[src/rtl/lockpick_session_arbiter.sv]
`default_nettype none
// ============================================================================
// Module   : lockpick_session_arbiter
// Brief    : Round-robin session arbiter sharing one lockpick game core
//            between byte-serial players, with load/stream sequencing and
//            a per-session stall watchdog.
// Revision : 1.0 - initial release
// ============================================================================
module lockpick_session_arbiter #(
    parameter int NUM_PLAYERS = 4,
    parameter int TIMEOUT     = 255
) (
    input  logic                     clk,
    input  logic                     rst,
    input  logic [NUM_PLAYERS-1:0]   req,
    input  logic [NUM_PLAYERS-1:0]   p_valid,
    input  logic [8*NUM_PLAYERS-1:0] p_data,
    output logic [NUM_PLAYERS-1:0]   grant,
    output logic [NUM_PLAYERS-1:0]   pl_ready,
    output logic [NUM_PLAYERS-1:0]   rsp_valid,
    output logic [7:0]               rsp_data,
    output logic [1:0]               rsp_status,
    output logic [NUM_PLAYERS-1:0]   session_done,
    output logic                     abort,
    output logic                     core_n_rst,
    output logic                     core_start,
    output logic                     core_input_enable,
    output logic [7:0]               core_input_data,
    input  logic                     core_output_valid,
    input  logic [7:0]               core_output_data,
    input  logic [1:0]               core_status
);

    localparam int PW = $clog2(NUM_PLAYERS);
    localparam logic [5:0] c_LAST_BYTE   = 6'd63;
    localparam logic [4:0] c_LAST_OUT    = 5'd31;
    localparam logic [9:0] c_WDOG_LIMIT  = 10'(TIMEOUT - 1);

    typedef enum logic [2:0] {
        S_IDLE     = 3'd0,
        S_GRANT    = 3'd1,
        S_LOAD     = 3'd2,
        S_WAIT_OUT = 3'd3,
        S_STREAM   = 3'd4,
        S_ABORT    = 3'd5
    } state_t;

    state_t                   r_state, w_state_n;
    logic [NUM_PLAYERS-1:0]   r_grant, w_grant_n;
    logic [PW-1:0]            r_gidx, w_gidx_n;
    logic [PW-1:0]            r_rr_ptr, w_rr_n;
    logic [5:0]               r_byte_cnt, w_byte_n;
    logic [4:0]               r_out_cnt, w_out_n;
    logic [9:0]               r_wdog, w_wdog_n;
    logic                     r_abort_cnt, w_acnt_n;
    logic [1:0]               r_rsp_status, w_status_n;
    logic                     r_core_start, w_start_n;
    logic [NUM_PLAYERS-1:0]   r_done, w_done_n;
    logic                     r_abort, w_kill;
    logic                     r_core_n_rst;
    logic                     r_ie;
    logic [7:0]               r_idata;
    logic [NUM_PLAYERS-1:0]   r_rsp_valid;
    logic [7:0]               r_rsp_data;
    logic                     w_fwd;

    logic [PW-1:0]            w_pick;
    logic [PW:0]              w_sum;
    logic [PW-1:0]            w_rr_inc;
    logic                     w_g_req;
    logic                     w_g_valid;
    logic [7:0]               w_g_data;
    logic                     w_xfer;
    logic                     w_wdog_exp;

    // Grantee index is only meaningful outside IDLE, where every use is gated.
    assign w_g_req    = req[r_gidx];
    assign w_g_valid  = p_valid[r_gidx];
    assign w_g_data   = p_data[{r_gidx, 3'b000} +: 8];
    assign w_xfer     = (r_state == S_LOAD) && w_g_valid;
    assign w_wdog_exp = (r_wdog == c_WDOG_LIMIT);
    assign w_rr_inc   = (r_gidx == PW'(NUM_PLAYERS - 1)) ? '0 : r_gidx + 1'b1;

    // Descending scan so the smallest offset from rr_ptr wins.
    always_comb begin
        w_pick = '0;
        w_sum  = '0;
        for (int i = NUM_PLAYERS - 1; i >= 0; i--) begin
            w_sum = {1'b0, r_rr_ptr} + (PW+1)'(i);
            if (w_sum >= (PW+1)'(NUM_PLAYERS))
                w_sum = w_sum - (PW+1)'(NUM_PLAYERS);
            if (req[w_sum[PW-1:0]])
                w_pick = w_sum[PW-1:0];
        end
    end

    always_comb begin
        w_state_n  = r_state;
        w_grant_n  = r_grant;
        w_gidx_n   = r_gidx;
        w_rr_n     = r_rr_ptr;
        w_byte_n   = r_byte_cnt;
        w_out_n    = r_out_cnt;
        w_status_n = r_rsp_status;
        w_wdog_n   = '0;
        w_acnt_n   = 1'b0;
        w_start_n  = 1'b0;
        w_done_n   = '0;
        w_kill     = 1'b0;
        w_fwd      = 1'b0;

        case (r_state)
            S_IDLE: begin
                if (|req) begin
                    w_state_n = S_GRANT;
                    w_grant_n = {{(NUM_PLAYERS-1){1'b0}}, 1'b1} << w_pick;
                    w_gidx_n  = w_pick;
                    w_start_n = 1'b1;
                end
            end
            S_GRANT: begin
                if (!w_g_req) begin
                    w_kill = 1'b1;
                end else begin
                    w_state_n = S_LOAD;
                    w_byte_n  = '0;
                end
            end
            S_LOAD: begin
                // A transfer beats a coincident watchdog expiry.
                if (!w_g_req) begin
                    w_kill = 1'b1;
                end else if (w_xfer) begin
                    w_byte_n = r_byte_cnt + 6'd1;
                    if (r_byte_cnt == c_LAST_BYTE)
                        w_state_n = S_WAIT_OUT;
                end else if (w_wdog_exp) begin
                    w_kill = 1'b1;
                end else begin
                    w_wdog_n = r_wdog + 10'd1;
                end
            end
            S_WAIT_OUT: begin
                // Core status is only valid alongside its byte stream.
                if (!w_g_req) begin
                    w_kill = 1'b1;
                end else if (core_output_valid) begin
                    w_status_n = core_status;
                    w_out_n    = 5'd1;
                    w_state_n  = S_STREAM;
                    w_fwd      = 1'b1;
                end else if (w_wdog_exp) begin
                    w_kill = 1'b1;
                end else begin
                    w_wdog_n = r_wdog + 10'd1;
                end
            end
            S_STREAM: begin
                if (core_output_valid && r_out_cnt == c_LAST_OUT) begin
                    if (r_rsp_status[1]) begin
                        w_state_n = S_IDLE;
                        w_grant_n = '0;
                        w_rr_n    = w_rr_inc;
                        w_done_n  = r_grant;
                        w_fwd     = 1'b1;
                    end else if (r_rsp_status == 2'b01 && w_g_req) begin
                        w_state_n = S_LOAD;
                        w_byte_n  = '0;
                        w_fwd     = 1'b1;
                    end else begin
                        w_kill = 1'b1;
                    end
                end else if (!w_g_req) begin
                    w_kill = 1'b1;
                end else if (core_output_valid) begin
                    w_out_n = r_out_cnt + 5'd1;
                    w_fwd   = 1'b1;
                end else if (w_wdog_exp) begin
                    w_kill = 1'b1;
                end else begin
                    w_wdog_n = r_wdog + 10'd1;
                end
            end
            S_ABORT: begin
                w_acnt_n = 1'b1;
                if (r_abort_cnt) begin
                    w_state_n = S_IDLE;
                    w_acnt_n  = 1'b0;
                end
            end
            default: w_state_n = S_IDLE;
        endcase

        if (w_kill) begin
            w_state_n = S_ABORT;
            w_grant_n = '0;
            w_rr_n    = w_rr_inc;
        end

        if (w_state_n == S_IDLE && r_state != S_IDLE)
            w_status_n = '0;
    end

    always_ff @(posedge clk or posedge rst) begin
        if (rst) begin
            r_state      <= S_IDLE;
            r_grant      <= '0;
            r_gidx       <= '0;
            r_rr_ptr     <= '0;
            r_byte_cnt   <= '0;
            r_out_cnt    <= '0;
            r_wdog       <= '0;
            r_abort_cnt  <= 1'b0;
            r_rsp_status <= '0;
            r_core_start <= 1'b0;
            r_done       <= '0;
            r_abort      <= 1'b0;
            r_core_n_rst <= 1'b0;
            r_ie         <= 1'b0;
            r_idata      <= '0;
            r_rsp_valid  <= '0;
            r_rsp_data   <= '0;
        end else begin
            r_state      <= w_state_n;
            r_grant      <= w_grant_n;
            r_gidx       <= w_gidx_n;
            r_rr_ptr     <= w_rr_n;
            r_byte_cnt   <= w_byte_n;
            r_out_cnt    <= w_out_n;
            r_wdog       <= w_wdog_n;
            r_abort_cnt  <= w_acnt_n;
            r_rsp_status <= w_status_n;
            r_core_start <= w_start_n;
            r_done       <= w_done_n;
            r_abort      <= w_kill;
            r_core_n_rst <= (w_state_n != S_ABORT);
            r_ie         <= w_xfer;
            r_idata      <= w_xfer ? w_g_data : 8'h00;
            r_rsp_valid  <= w_fwd ? r_grant : '0;
            r_rsp_data   <= w_fwd ? core_output_data : 8'h00;
        end
    end

    assign grant             = r_grant;
    assign pl_ready          = (r_state == S_LOAD) ? r_grant : '0;
    assign rsp_valid         = r_rsp_valid;
    assign rsp_data          = r_rsp_data;
    assign rsp_status        = r_rsp_status;
    assign session_done      = r_done;
    assign abort             = r_abort;
    assign core_n_rst        = r_core_n_rst;
    assign core_start        = r_core_start;
    assign core_input_enable = r_ie;
    assign core_input_data   = r_idata;

endmodule
`default_nettype wire

[config.mk]
export PLATFORM = sky130hd
export DESIGN_NAME = lockpick_session_arbiter
export DESIGN_NICKNAME = d
export VERILOG_FILES = /design/src/rtl/lockpick_session_arbiter.sv
export SDC_FILE = /design/constraint.sdc
export NUM_CORES = 1
export LEC_CHECK = 0
export BUFFER_PORTS_ARGS = -buffer_cell sky130_fd_sc_hd__buf_2
export CORE_ASPECT_RATIO = 0.8
export CORE_MARGIN = 4
export CORE_UTILIZATION = 55
export DETAILED_ROUTE_END_ITERATION = 8
export HOLD_SLACK_MARGIN = 0.1
export MAX_ROUTING_LAYER = met4
export PLACE_DENSITY_LB_ADDON = 0.08
export SLEW_MARGIN = 0
export SYNTH_ARGS = -nofsm -noshare
export SYNTH_HDL_FRONTEND = slang
export SYNTH_SLANG_ARGS = --single-unit
[constraint.sdc]
create_clock -name clk -period 3.9 [get_ports clk]
set_input_delay 0.195 -clock clk [delete_from_list [all_inputs] [get_ports clk]]
set_output_delay 0.195 -clock clk [all_outputs]
set_load 0.03 [all_outputs]
==> results.txt <==
----------------------------------------------------
[Status]
  Result of the run ... complete, no violations

[Route]
  First-pass iteration count of the detailed router ... 4
  Via density per instance ... 5.39
  DRT iter0 DRCs ... 146
  Wirelength, routed ... 6980 um
  Total number of vias ... 2,559
  Antenna violation net count after detailed routing ... 0
  Number of DRC violations after detailed routing ... 0
  Post-detailed-route wirelength per cell ... 14.7 um

[STA]
  Skew final ... 0.00854 ns
  Setup repair after global routing missed its margin ... false
  Final number of max-transition violations ... 0
  Transition at the pin with the smallest max-transition slack ... 1.01 ns
  Final setup violation count ... 0
  Max-slew headroom ... 31.8%
  Final min period ... 2.51 ns
  Upper clock frequency limit ... 399 MHz
  Final worst slack ... 1.39 ns
  Setup TNS ... 0 ns
  Final Hold Vio Count ... 0
  Final worst path period share ... 64.3%

[Power and ir drop]
  Clock group share of total power ... 26.6%
  Internal power ... 1440 uW
  Standby leakage power ... 0.00203 uW
  Proportion of power drawn by combinational gates ... 33.6%
  Switching part of the total power ... 37.2%
  Total power ... 2290 uW
  Power dissipated by switching net loads ... 853 uW
  Sequential share of power ... 39.8%
  Max IR drop VDD ... 336 uV
  PD cells ... 582 mW/mm2

[Critical path]
  Crit path max-delay family ... compound AO/OA/AOI/OAI gates
  Largest fanout on the critical path ... 18
  WP data arrival ... 2.78 ns
  Worst EP required ... 4.17 ns
  Crit Path Class ... register to register
  Critical path buffers and inverters ... 0
  Largest incremental delay on the critical path ... 0.80 ns
  Critical-path cell with the highest stage delay ... sky130_fd_sc_hd__o21ai_0
  Startpoint kind of the worst setup timing path ... register
  Crit. End Element ... register
  Chain of cells forming the critical path ... mux4_2 > nand2_1 > o21ai_0 > and2_1

[CTS]
  Clock root cell ... sky130_fd_sc_hd__clkbuf_8
  Post-CTS Setup Repair Bufs ... 0
  Clock tree from TritonCTS ... yes
  Number of clock buffers inserted by TritonCTS ... 9
  Clock transition at path regs ... 0.07 ns
  Number of buffers on the longest clock path ... 2
  Hold bufs inserted after CTS ... 9
  Level count of the clock H-tree ... 3
  TritonCTS sink count ... 63
  Latest clock arrival within the worst-skew pair ... 0.34 ns
  Cts repair resizes ... 0

[Global route]
  Wire length of the first global-routing pass ... 11,500 um
  Global routing usage on met2 ... 35.5%
  Tot GR Track Use ... 22.3%
  Global-route met3 utilization ... 7.50%
  Met1 usage ... 27.9%
  GR peak layer ... met2
  Number of antenna violations at the first check in global routing ... 0
  Largest net degree at the start of global routing ... 64
  Via count of the first global-routing pass ... 2,410
  Total overflow reported by the global router ... 0

[Placement]
  Weighted congestion reported at the end of routability-driven placement ... 0.835
  Final HPWL from detailed placement ... 4940 um
  Pre-CTS setup slack ... 1.33 ns
  Total cell area at the placement stage ... 0.00364 mm2
  Number of buffer cells added on primary ports ... 90
  Placed Instances ... 450

[Floorplanning]
  Core region area ... 0.00550 mm2
  Die Y-Extent ... 75.7 um
  Starting density of the core ... 57.3%
  Io pins ... 91
  Chip Width ... 92.6 um
  Area enclosed by the die boundary ... 0.00700 mm2
  Cell Rows ... 24

[Layout]
  Number of standard cells in the final layout excluding fillers ... 475
  Area added between synthesis and finish ... 25.2%
  Top library cells by usage in the layout, fill and taps aside ... sky130_fd_sc_hd__buf_2 (90), sky130_fd_sc_hd__dfrtp_1 (63), sky130_fd_sc_hd__nand2_1 (26)
  Nets@finish ... 451
  Final non-filler cell area ... 0.00394 mm2
  Most frequent standard cell in the layout excluding fill and tap cells ... sky130_fd_sc_hd__buf_2
  Total inserted antenna cells ... 0
  Filler Cell Count ... 433
  Layout cell share with drive strength beyond 1 ... 32.0%

[Logic synthesis]
  Post-synth design cell area ... 0.00315 mm2
  Synthesized instance count ... 294
  Primary flip-flop cell chosen by synthesis mapping ... sky130_fd_sc_hd__dfrtp_1
  Synthesized flop and latch total ... 63
  Number of library cell types mapped by synthesis ... 56
  Sequential element share of the synthesized area ... 50.1%
  Yosys synthesis warning count ... 0
  Number of enable-type register cells in the synthesized netlist ... 0
  Synth async-reset ratio ... 100%
  Post-synthesis average cell area ... 10.7 um2
  Syn Nets ... 353

[Worst hold path]
  Tightest Hold Check Type ... input port to register

[Flow run]
  Number of max-capacitance violations reported ... 0

----------------------------------------------------
[synth_stat cells, types with 2 or more instances]
| cell type | n | area (um2) |
|---|---|---|
| sky130_fd_sc_hd__a21o_1 | 3 | 22.5 |
| sky130_fd_sc_hd__a21oi_1 | 10 | 50.1 |
| sky130_fd_sc_hd__and2_1 | 20 | 125 |
| sky130_fd_sc_hd__and3_1 | 16 | 100 |
| sky130_fd_sc_hd__and4_1 | 2 | 17.5 |
| sky130_fd_sc_hd__buf_2 | 4 | 20.0 |
| sky130_fd_sc_hd__buf_4 | 2 | 15.0 |
| sky130_fd_sc_hd__clkbuf_1 | 6 | 22.5 |
| sky130_fd_sc_hd__dfrtp_1 | 63 | 1580 |
| sky130_fd_sc_hd__ha_1 | 6 | 75.1 |
| sky130_fd_sc_hd__inv_1 | 10 | 37.5 |
| sky130_fd_sc_hd__mux2_1 | 2 | 22.5 |
| sky130_fd_sc_hd__mux2i_1 | 4 | 40.0 |
| sky130_fd_sc_hd__mux4_2 | 10 | 225 |
| sky130_fd_sc_hd__nand2_1 | 26 | 97.6 |
| sky130_fd_sc_hd__nand2b_1 | 4 | 25.0 |
| sky130_fd_sc_hd__nand3_1 | 11 | 55.1 |
| sky130_fd_sc_hd__nand4_1 | 5 | 31.3 |
| sky130_fd_sc_hd__nand4b_1 | 2 | 17.5 |
| sky130_fd_sc_hd__nor2_1 | 23 | 86.3 |
| sky130_fd_sc_hd__nor3_1 | 6 | 30.0 |
| sky130_fd_sc_hd__nor3b_1 | 3 | 22.5 |
| sky130_fd_sc_hd__nor3b_2 | 2 | 25.0 |
| sky130_fd_sc_hd__o211ai_1 | 3 | 22.5 |
| sky130_fd_sc_hd__o21ai_0 | 12 | 60.1 |
| sky130_fd_sc_hd__or3_1 | 2 | 12.5 |
| sky130_fd_sc_hd__or4_1 | 2 | 15.0 |
| sky130_fd_sc_hd__xor2_1 | 7 | 61.3 |
[worst min-delay path, delay by kind of cell]
kind / cells / cell delay (ns)
buffers and inverters: 1 / 0.07
AND/OR/NAND/NOR: 1 / 0.09
multiplexers: 1 / 0.06
[cell families (layout without fill, tap and decap cells)]
| group | after synthesis | in the layout | synth area share, % |
|---|---|---|---|
| muxes | 16 | 16 | 9.15 |
| buffers and inverters | 24 | 127 | 3.50 |
| and+or+nand+nor | 134 | 134 | 23.5 |
| DFF | 63 | 63 | 50.1 |
| xor gates and xnor gates | 8 | 8 | 2.23 |
| AOI/OAI and AO/OA | 43 | 43 | 9.15 |
| adders and majority gates | 6 | 6 | 2.39 |
[area by class of cell]
cell class / instances / area [um2] / share of cell area (%)
clock buffer: 10 / 128 / 3.24
tap: 78 / 97.6 / 2.48
timing repair buffer: 101 / 556 / 14.1
multi-input combinational: 207 / 1460 / 37.1
inverter: 10 / 37.5 / 0.953
clock inverter: 6 / 85.1 / 2.16
sequential: 63 / 1580 / 40.0
[path summary, 6_finish.rpt]
kind	start	to	slack, ns	depth (start not counted)
max in group asynchronous	rst	r_byte_cnt[4]	2.75	4
min in group asynchronous	rst	core_n_rst	0.65	4
hold / removal	core_status[0]	rsp_status[0]	0.11	3
setup / recovery	r_gidx[0]	rsp_data[2]	1.39	4
hold reg to reg	r_wdog[0]	r_wdog[0]	0.50	1
setup reg to reg	r_gidx[0]	rsp_data[2]	1.39	4
[metal layers]
layer | routed length, um | up-vias
li1 | - | 1249
met1 | 3040 | 1227
met2 | 3410 | 73
met3 | 439 | 10
met4 | 85 | 0
met5 | 0 | -
[power by group through the flow]
stage	Combinational, uW	Sequential [uW]	Clock [uW]
2_1_floorplan	573	936	0
3_3_place_gp	747	920	0
3_5_place_dp	762	926	0
4_1_cts	773	914	622
5_1_grt	850	937	656
6_report	770	914	610
[sequential cells by signal (all words and copies together) (netlist names), 4 cells and up]
| name | cells |
|---|---|
| r_out_cnt | 5 |
| rsp_data | 8 |
| r_wdog | 10 |
| r_byte_cnt | 6 |
| grant | 4 |
| rsp_valid | 4 |
| session_done | 4 |
| core_input_data | 8 |
[per-stage QoR]
stage	hold WS (ns)	utilization, %
5_1_grt	0.103	71.7
6_report	0.110	71.7
3_5_place_dp	0.405	66.2
3_3_place_gp	0.402	66.2
2_1_floorplan	0.324	-
4_1_cts	0.102	71.7
No activity file was read; power rests on OpenSTA's default activity.
